<file path="src/rtl/axi_wr_responder_pkg.sv">
// Shared constants and types for the AXI single-beat write responder.
// Response codes, default widths and the B-queue entry layout.
package axi_wr_responder_pkg;

   localparam int DEF_ADDR_WIDTH = 64;
   localparam int DEF_DATA_WIDTH = 512;
   localparam int DEF_ID_WIDTH   = 4;

   localparam logic [1:0] AXI_RESP_OKAY   = 2'b00;
   localparam logic [1:0] AXI_RESP_SLVERR = 2'b10;

   typedef struct packed {
      logic [DEF_ID_WIDTH-1:0] id;
      logic [1:0]              resp;
   } bq_entry_t;

endpackage

</file>
<file path="src/rtl/axi_wr_responder_bresp_fifo.sv">
// Generic synchronous FIFO with wrap-bit pointers and registered storage.
// Writes when full and reads when empty are ignored.
module axi_wr_responder_bresp_fifo #(
   parameter int DEPTH = 4,
   parameter int WIDTH = 6
) (
   input  logic             clk,
   input  logic             rst_n,
   input  logic             wren_i,
   input  logic [WIDTH-1:0] wdata_i,
   input  logic             rden_i,
   output logic [WIDTH-1:0] rdata_o,
   output logic             full_o,
   output logic             empty_o
);

   localparam int AW = $clog2(DEPTH);

   logic [AW:0]      wr_ptr_q, wr_ptr_d;
   logic [AW:0]      rd_ptr_q, rd_ptr_d;
   logic [WIDTH-1:0] mem_q [DEPTH];
   logic [WIDTH-1:0] mem_d [DEPTH];
   logic             push, pop;

   assign full_o  = (wr_ptr_q[AW] != rd_ptr_q[AW]) &&
                    (wr_ptr_q[AW-1:0] == rd_ptr_q[AW-1:0]);
   assign empty_o = (wr_ptr_q == rd_ptr_q);
   assign rdata_o = mem_q[rd_ptr_q[AW-1:0]];

   assign push = wren_i & ~full_o;
   assign pop  = rden_i & ~empty_o;

   always_comb begin
      mem_d    = mem_q;
      wr_ptr_d = wr_ptr_q;
      rd_ptr_d = rd_ptr_q;
      if (push) begin
         mem_d[wr_ptr_q[AW-1:0]] = wdata_i;
         wr_ptr_d = wr_ptr_q + (AW+1)'(1);
      end
      if (pop) begin
         rd_ptr_d = rd_ptr_q + (AW+1)'(1);
      end
   end

   always_ff @(posedge clk or negedge rst_n) begin
      if (!rst_n) begin
         wr_ptr_q <= '0;
         rd_ptr_q <= '0;
         for (int i = 0; i < DEPTH; i++) begin
            mem_q[i] <= '0;
         end
      end else begin
         wr_ptr_q <= wr_ptr_d;
         rd_ptr_q <= rd_ptr_d;
         mem_q    <= mem_d;
      end
   end

endmodule

</file>
<file path="src/rtl/axi_wr_responder.sv">
// AXI single-beat write responder: pairs AW and W, pushes {addr, data}
// downstream and returns in-order B responses through a small queue.
module axi_wr_responder
   import axi_wr_responder_pkg::*;
#(
   parameter int ADDR_WIDTH = DEF_ADDR_WIDTH,
   parameter int DATA_WIDTH = DEF_DATA_WIDTH,
   parameter int ID_WIDTH   = DEF_ID_WIDTH,
   parameter int BQ_DEPTH   = 4
) (
   input  logic                           clk,
   input  logic                           rst_n,
   input  logic [ID_WIDTH-1:0]            awid_i,
   input  logic [ADDR_WIDTH-1:0]          awaddr_i,
   input  logic                           awvalid_i,
   output logic                           awready_o,
   input  logic [ID_WIDTH-1:0]            wid_i,
   input  logic [DATA_WIDTH-1:0]          wdata_i,
   input  logic                           wvalid_i,
   output logic                           wready_o,
   output logic [ID_WIDTH-1:0]            bid_o,
   output logic [1:0]                     bresp_o,
   output logic                           bvalid_o,
   input  logic                           bready_i,
   input  logic                           wrfifo_afull_i,
   output logic                           wrfifo_wren_o,
   output logic [ADDR_WIDTH+DATA_WIDTH-1:0] wrfifo_data_o
);

   typedef struct packed {
      logic [ID_WIDTH-1:0] id;
      logic [1:0]          resp;
   } bq_ent_t;

   logic                  aw_held_q, aw_held_d;
   logic [ID_WIDTH-1:0]   awid_q, awid_d;
   logic [ADDR_WIDTH-1:0] awaddr_q, awaddr_d;
   logic                  w_held_q, w_held_d;
   logic [ID_WIDTH-1:0]   wid_q, wid_d;
   logic [DATA_WIDTH-1:0] wdata_q, wdata_d;

   logic    bq_full, bq_empty, commit, id_match;
   bq_ent_t bq_din, bq_head;

   assign awready_o = ~aw_held_q;
   assign wready_o  = ~w_held_q;

   assign id_match = (awid_q == wid_q);
   assign commit   = aw_held_q & w_held_q & ~wrfifo_afull_i & ~bq_full;

   // Mismatched IDs still consume a B slot but never reach the CXL FIFO.
   assign wrfifo_wren_o = commit & id_match;
   assign wrfifo_data_o = {awaddr_q, wdata_q};

   assign bq_din.id   = awid_q;
   assign bq_din.resp = id_match ? AXI_RESP_OKAY : AXI_RESP_SLVERR;

   assign bvalid_o = ~bq_empty;
   assign bid_o    = bq_head.id;
   assign bresp_o  = bq_head.resp;

   always_comb begin
      aw_held_d = aw_held_q;
      awid_d    = awid_q;
      awaddr_d  = awaddr_q;
      w_held_d  = w_held_q;
      wid_d     = wid_q;
      wdata_d   = wdata_q;
      if (commit) begin
         aw_held_d = 1'b0;
         w_held_d  = 1'b0;
      end
      if (awvalid_i && awready_o) begin
         aw_held_d = 1'b1;
         awid_d    = awid_i;
         awaddr_d  = awaddr_i;
      end
      if (wvalid_i && wready_o) begin
         w_held_d = 1'b1;
         wid_d    = wid_i;
         wdata_d  = wdata_i;
      end
   end

   always_ff @(posedge clk or negedge rst_n) begin
      if (!rst_n) begin
         aw_held_q <= 1'b0;
         awid_q    <= '0;
         awaddr_q  <= '0;
         w_held_q  <= 1'b0;
         wid_q     <= '0;
         wdata_q   <= '0;
      end else begin
         aw_held_q <= aw_held_d;
         awid_q    <= awid_d;
         awaddr_q  <= awaddr_d;
         w_held_q  <= w_held_d;
         wid_q     <= wid_d;
         wdata_q   <= wdata_d;
      end
   end

   axi_wr_responder_bresp_fifo #(
      .DEPTH (BQ_DEPTH),
      .WIDTH (ID_WIDTH + 2)
   ) u_bq (
      .clk     (clk),
      .rst_n   (rst_n),
      .wren_i  (commit),
      .wdata_i (bq_din),
      .rden_i  (bready_i),
      .rdata_o (bq_head),
      .full_o  (bq_full),
      .empty_o (bq_empty)
   );

endmodule

</file>
<file path="config.mk">
export PLATFORM = sky130hd
export DESIGN_NAME = axi_wr_responder
export DESIGN_NICKNAME = d
export VERILOG_FILES = /design/src/rtl/axi_wr_responder_pkg.sv /design/src/rtl/axi_wr_responder_bresp_fifo.sv /design/src/rtl/axi_wr_responder.sv
export SDC_FILE = /design/constraint.sdc
export NUM_CORES = 1
export LEC_CHECK = 0
export CAP_MARGIN = 20
export CORE_AREA = 3 3 461 463
export CTS_BUF_LIST = sky130_fd_sc_hd__clkbuf_8
export CTS_CLUSTER_DIAMETER = 150
export DETAILED_ROUTE_END_ITERATION = 6
export DIE_AREA = 0 0 464 466
export GPL_ROUTABILITY_DRIVEN = 0
export GPL_TIMING_DRIVEN = 1
export PLACE_DENSITY = 0.41
export SYNTH_ARGS = -nofsm -noshare
export SYNTH_HDL_FRONTEND = slang
export SYNTH_SLANG_ARGS = --single-unit
</file>
<file path="constraint.sdc">
create_clock -name clk -period 2.55 [get_ports clk]
set_clock_uncertainty 0.05 [all_clocks]
set_input_delay 0.765 -clock clk [delete_from_list [all_inputs] [get_ports clk]]
set_output_delay 0.765 -clock clk [all_outputs]
set_load 0.02 [all_outputs]
</file>
After elaboration in Yosys (flattened, before gate mapping). Index checks and enable logic that the tools add are counted.

Input port bits: 590. Register bits after elaboration: 616.

Order comparisons: 3. Eq/ne operators: 4. Add/sub/neg operators: 2. Reductions and logical operators: 6. Muxes and demuxes: 10. Bitwise operators: 13.

Operators by type and width (count): $bwmux W24 (1); $mux W6 (3); $bmux W6 S2 (1); $demux W6 S2 (1); $add A3 B1 Y3 const B (2); $and A1 B1 Y1 (6); $ge A3 B3 Y1 const B (2); $not A2 Y3 (2); $not A1 Y1 (5); $eq A4 B4 Y1 (1); $logic_and A1 B1 Y1 (4); $reduce_bool A2 Y1 (2); $eq A3 B3 Y1 (1); $lt A3 B1 Y1 const B (1); $mux W1 (3); $eq A2 B2 Y1 (1); $mux W2 (1); $ne A1 B1 Y1 (1).

Logic depth before layout (Yosys ltp).
Depth in word-level cells: 6. Gate-level depth with buffers: 6. Gate-level depth less buffers: 5.

By module. From an unflattened synthesis, not the netlist that was laid out.

Cells, all modules: 1354. Area, all modules: 24440.9 um^2.

Modules (own cells, without submodules): axi_wr_responder (cells an instance 1252, sequential area each 14664.1 um^2, instances 1, area an instance 22894.5 um^2); axi_wr_responder_bresp_fifo (cells an instance 102, sequential area each 750.7 um^2, instances 1, area an instance 1546.5 um^2).

Worst setup path after synthesis. OpenSTA, ideal clock, no wires.

Path type: register -> output. Start point: register u_bq.rd_ptr_q[1]. End point: output port wrfifo_wren_o. Setup slack: -0.211 ns. Cell stages (with the launch flop): 5. Path buffers: 1. Arrival time: 1.946 ns. Path through: dfrtp_1 buf_6 xor2_1 nor2_1 a2111oi_0.

Longest elaborated chain between the ends: 5.

RTL lines: start: declaration (RTL line axi_wr_responder_bresp_fifo.sv:20) `logic [AW:0] rd_ptr_q, rd_ptr_d;`; start signal: assignment (RTL line axi_wr_responder_bresp_fifo.sv:55) `rd_ptr_q <= rd_ptr_d;`; $eq A2 B2 Y1 (RTL line axi_wr_responder_bresp_fifo.sv:26) `(wr_ptr_q[AW-1:0] == rd_ptr_q[AW-1:0]);`; $logic_and A1 B1 Y1 (RTL line axi_wr_responder_bresp_fifo.sv:25) `assign full_o = (wr_ptr_q[AW] != rd_ptr_q[AW]) &&`; $not A1 Y1 (RTL line axi_wr_responder.sv:49) `assign commit = aw_held_q & w_held_q & ~wrfifo_afull_i & ~bq_full;`; $and A1 B1 Y1 (RTL line axi_wr_responder.sv:49); $and A1 B1 Y1 (RTL line axi_wr_responder.sv:52) `assign wrfifo_wren_o = commit & id_match;`; end: declaration (RTL line axi_wr_responder.sv:26) `output logic wrfifo_wren_o,`.

No other way between the ends.

Worst setup path in the final report.
Start point: register awid_q[3]. End point: output port wrfifo_wren_o.

Longest elaborated chain between the ends: 2.

RTL lines: start: declaration (RTL line axi_wr_responder.sv:36) `logic [ID_WIDTH-1:0] awid_q, awid_d;`; start signal: assignment (RTL line axi_wr_responder.sv:95) `awid_q <= awid_d;`; $eq A4 B4 Y1 (RTL line axi_wr_responder.sv:48) `assign id_match = (awid_q == wid_q);`; $and A1 B1 Y1 (RTL line axi_wr_responder.sv:52).

No other way between the ends.

==> impl_summary.md <==
Status
The flow ran to the end, but the final reports show violations. The final reports fail on setup timing.

Cells and area
Relative to the synthesized area, the layout overhead comes to 79.6%. In the final layout, the share of cells above drive strength 1 is 42.5%. The final-layout fill cell count is roughly 23000. The finished cells cover roughly 41000 um^2. The multi-input combinational cells in the finished layout cover a total of approximately 7300 um^2. The final net count is around 3300.

Measured on the finished design, the core utilization comes to a little under 20%. Across the whole layout, storage elements account for approximately 15000 um^2.

Yosys
The share of flip-flops with an asynchronous set or reset after synthesis is 100%. The most frequent cell after synthesis is sky130_fd_sc_hd__dfrtp_1. After synthesis, the largest family of logic cells by area is multiplexers. When the netlist entered floorplanning its net count stood at 1933. The synthesized-area fraction occupied by and/or/nand/nor cells is 0.358%.

Of the post-synthesis cell area, the dominant cell type holds about two thirds. Yosys mapped a number of flops with a built-in enable equal to 0. The cell type with the highest aggregate area in the netlist is sky130_fd_sc_hd__dfrtp_1. The post-synthesis instance area is roughly 23000 um^2. After Yosys synthesis, full adders, half adders and majority gates account for less than 1% of the synthesized area. Counting instances in the post-synthesis netlist gives the leading cell types as sky130_fd_sc_hd__dfrtp_1, sky130_fd_sc_hd__mux2_2, sky130_fd_sc_hd__buf_2. The area fraction in compound gates after synthesis is less than 1%.

The share of cell area taken by muxes after synthesis is between 30% and 40%. The xor/xnor share of the synthesized area is less than 1%. The instance count of the mapped netlist is 1338. The synthesized area divided by synthesized cell count is about 17 um^2. The leading register cell type out of synthesis is sky130_fd_sc_hd__dfrtp_1. The part of the Yosys area used for sequential elements is between 60% and 70%.

Yosys printed 0 warnings. After synthesis the netlist holds a flip-flop and latch count of roughly 610. By area the synthesized netlist is led by sky130_fd_sc_hd__dfrtp_1, sky130_fd_sc_hd__mux2_2, sky130_fd_sc_hd__mux2_1, sky130_fd_sc_hd__buf_4, sky130_fd_sc_hd__buf_2.

Yosys mapped the design onto 27 distinct sky130hd cell types.

Die
The die footprint is 216000 um^2. The starting density of the core is between 10% and 20%. In this run the count of I/O pins placed on the die edge is around 1200. The vertical die dimension is between 400 and 500 um.

The die is 464 um wide. After floorplanning, the core was sized to cover ~210000 um^2. In this run the core area contains about 170 standard-cell rows.

Worst setup path
The endpoint arrival time on the critical path is 2.23 ns. The maximum fanout along the worst path is 2. For the worst setup path, the data required time is ~1.7 ns. The critical path is of the reg2out type.

The signal on the critical path passes through xnor2_1 -> nand4_1 -> buf_6 -> a2111oi_4 -> buf_4. The delay contributed by the slowest stage of the critical path is between 0.4 and 0.5 ns. The library cell contributing the largest single delay on the critical path is sky130_fd_sc_hd__dfrtp_1. The worst setup path is captured at an output port. The worst setup path is launched from a flip-flop.

GRT
The global-route wire length before repair is 178000 um. The leftover overflow at the end of global routing is 0. Entering global routing, the biggest net connects 75 pins.

The global-route usage over all layers is about an eighth. The via count of the first global-routing pass is 19258. The number of antenna violations at the first check in global routing was 75.

Timing
The routed design could run at a clock period as short as 3.05 ns. Setup repair after global routing could not meet its margin everywhere. The worst slew margin relative to its limit is between 60% and 70%. The final critical path takes up 120% of the cycle. The worst hold slack after final layout is a little under 0.4 ns. The count of final hold-check violations is 0. The number of slew-limit violations in the final report is 0. Once routing completed, OpenROAD measured the worst setup slack at -0.498 ns. The final-report setup violation count is 7. Static timing analysis puts the maximum clock frequency at 0.328 GHz. After routing, the total negative slack on setup checks comes to -2.76 ns. At the pin with the least slew margin, the transition time is around 0.56 ns.

Clocking
Clock tree synthesis found a total of approximately 610 sinks. The library cell used as clock root buffer is sky130_fd_sc_hd__clkbuf_8. The clock latency on the worst-skew pair is 0.86 ns. The H-tree depth reported by CTS is 4. Counting the buffers created by CTS gives 132. After clock tree synthesis, the clock-pin slew on the worst setup and hold paths is ~0.060 ns. TritonCTS built the clock tree.

The clock passes through at most 3 buffers.

Routing
For this block, the initial DRC count from the detailed router was around 570. For this run, design rule violations remaining after detail routing come to 0. The first detailed-routing pass took 4 iterations. The final layout contains routed wiring with a total length of 135000 um. The post-detailed-route wirelength per cell is 24.0 um. The detail-routed via count per cell is between 3 and 4. Summing over every cut layer, the via total after detailed routing is 17399. The detail route stage leaves a number of antenna-violating nets equal to 0.

Power
For this design the static power due to leakage is 16.9 nW. The power per cell area is 1330 nW/um^2. The worst-case IR drop observed on VDD is roughly 530 uV.

Worst hold path
The worst min-delay path category is in2async.

Placement
The HPWL after detailed placement is 112000 um. After detailed placement, the total cell area comes to a little under 40000 um^2. The count of buffers added on input and output ports is around 1200.

Job
The tool flagged a number of max-cap violations equal to 0.
-- cells by family (layout without fill, tap and decap cells) --
family,after synthesis,after routing
AO/OA/AOI/OAI,8,8
adder cells (fa/ha/maj),5,5
multiplexers,611,611
AND/OR/NAND/NOR,14,14
flip-flops,612,612
buffers and inverters,74,1517
XOR/XNOR,13,13
other,1,21
-- critical path: cells and delay by family (launching register included) --
family,cells,cell delay (ns)
AOI/OAI and AO/OA,1,0.24
xor gates and xnor gates,1,0.16
buffers and inverters,2,0.38
DFF,1,0.43
and+or+nand+nor,1,0.16
-- sequential cells by signal (all words and copies together) (netlist names) --
signal / count
u_bq.rd_ptr_q: 3
aw_held_q: 1
w_held_q: 1
u_bq.wr_ptr_q: 3
awid_q: 4
u_bq.mem_q: 20
awaddr_q: 64
wid_q: 4
wdata_q: 512
-- worst paths after layout --
path / start / end / slack, ns / cells after the start
setup / recovery: awid_q[3] / wrfifo_wren_o / -0.50 / 5
hold / removal: rst_n / wdata_q[132] / 0.39 / 2
setup reg to reg: w_held_q / wdata_q[390] / 0.58 / 6
hold reg to reg: wdata_q[282] / wdata_q[282] / 0.43 / 1
max in group asynchronous: rst_n / wdata_q[155] / 1.20 / 3
min in group clk: wdata_q[282] / wdata_q[282] / 0.43 / 1
-- cells in the final DEF (no fill, tap or decap), types with 6 or more instances in the layout --
cell                              Yosys  routed
sky130_fd_sc_hd__clkdlybuf4s15_2      0     146
sky130_fd_sc_hd__dfrtp_1            612     610
sky130_fd_sc_hd__xnor2_1              9       9
sky130_fd_sc_hd__clkinv_2             0      12
sky130_fd_sc_hd__bufinv_16            0       6
sky130_fd_sc_hd__diode_2              0      20
sky130_fd_sc_hd__dlygate4sd2_1        0     169
sky130_fd_sc_hd__inv_1                4      36
sky130_fd_sc_hd__mux2_1              20      20
sky130_fd_sc_hd__clkdlybuf4s15_1      0     141
sky130_fd_sc_hd__buf_12               0      30
sky130_fd_sc_hd__mux2_2             586     586
sky130_fd_sc_hd__clkdlybuf4s50_1      0     588
sky130_fd_sc_hd__buf_2               40      86
sky130_fd_sc_hd__buf_4               27     113
sky130_fd_sc_hd__buf_6                2      10
sky130_fd_sc_hd__clkbuf_8             0     161
-- power by group --
part | internal (mW) | switching (mW)
clock network | 6.31 | 4.99
logic | 11.5 | 14.7
registers | 14.7 | 2.73
-- layout make-up --
| cell class | count | share of cell area (%) |
|---|---|---|
| flip-flops and latches | 612 | 37.0 |
| clock inverters | 64 | 1.22 |
| diodes | 20 | 0.121 |
| clock buffers | 161 | 5.35 |
| repair buffers | 1288 | 30.1 |
| well taps | 2805 | 8.48 |
| inverters | 4 | 0.0423 |
| multi-input cells | 652 | 17.7 |
-- repair_timing --
action | CTS | global route
setup endpoints to repair | 554 | 13
pin swaps | 6 | 1
hold buffers | 1 | 0
endpoints found under the hold margin | 33 | 0
setup buffers | 4 | 3
gates resized for setup | 1362 | 6
-- metal layers --
| layer | track usage [%] | routed length, um | vias up |
|---|---|---|---|
| met5 | 0 | 240 | - |
| met4 | 2.90 | 3000 | 38 |
| met3 | 8.41 | 20600 | 246 |
| met2 | 18.8 | 59600 | 982 |
| met1 | 13.6 | 51300 | 8604 |
| li1 | - | - | 7529 |
-- per-stage QoR --
| step | instances | power [mW] | worst slack (ns) |
|---|---|---|---|
| 2_1_floorplan | 1338 | 29.9 | 0.0320 |
| 3_3_place_gp | 5355 | 47.0 | -1.31 |
| 3_5_place_dp | 5355 | 47.0 | -1.17 |
| 4_1_cts | 5584 | 56.6 | -0.689 |
| 5_1_grt | 5589 | 58.6 | -0.707 |
| 6_report | 5606 | 55.0 | -0.498 |
No activity file was read; power rests on OpenSTA's default activity.
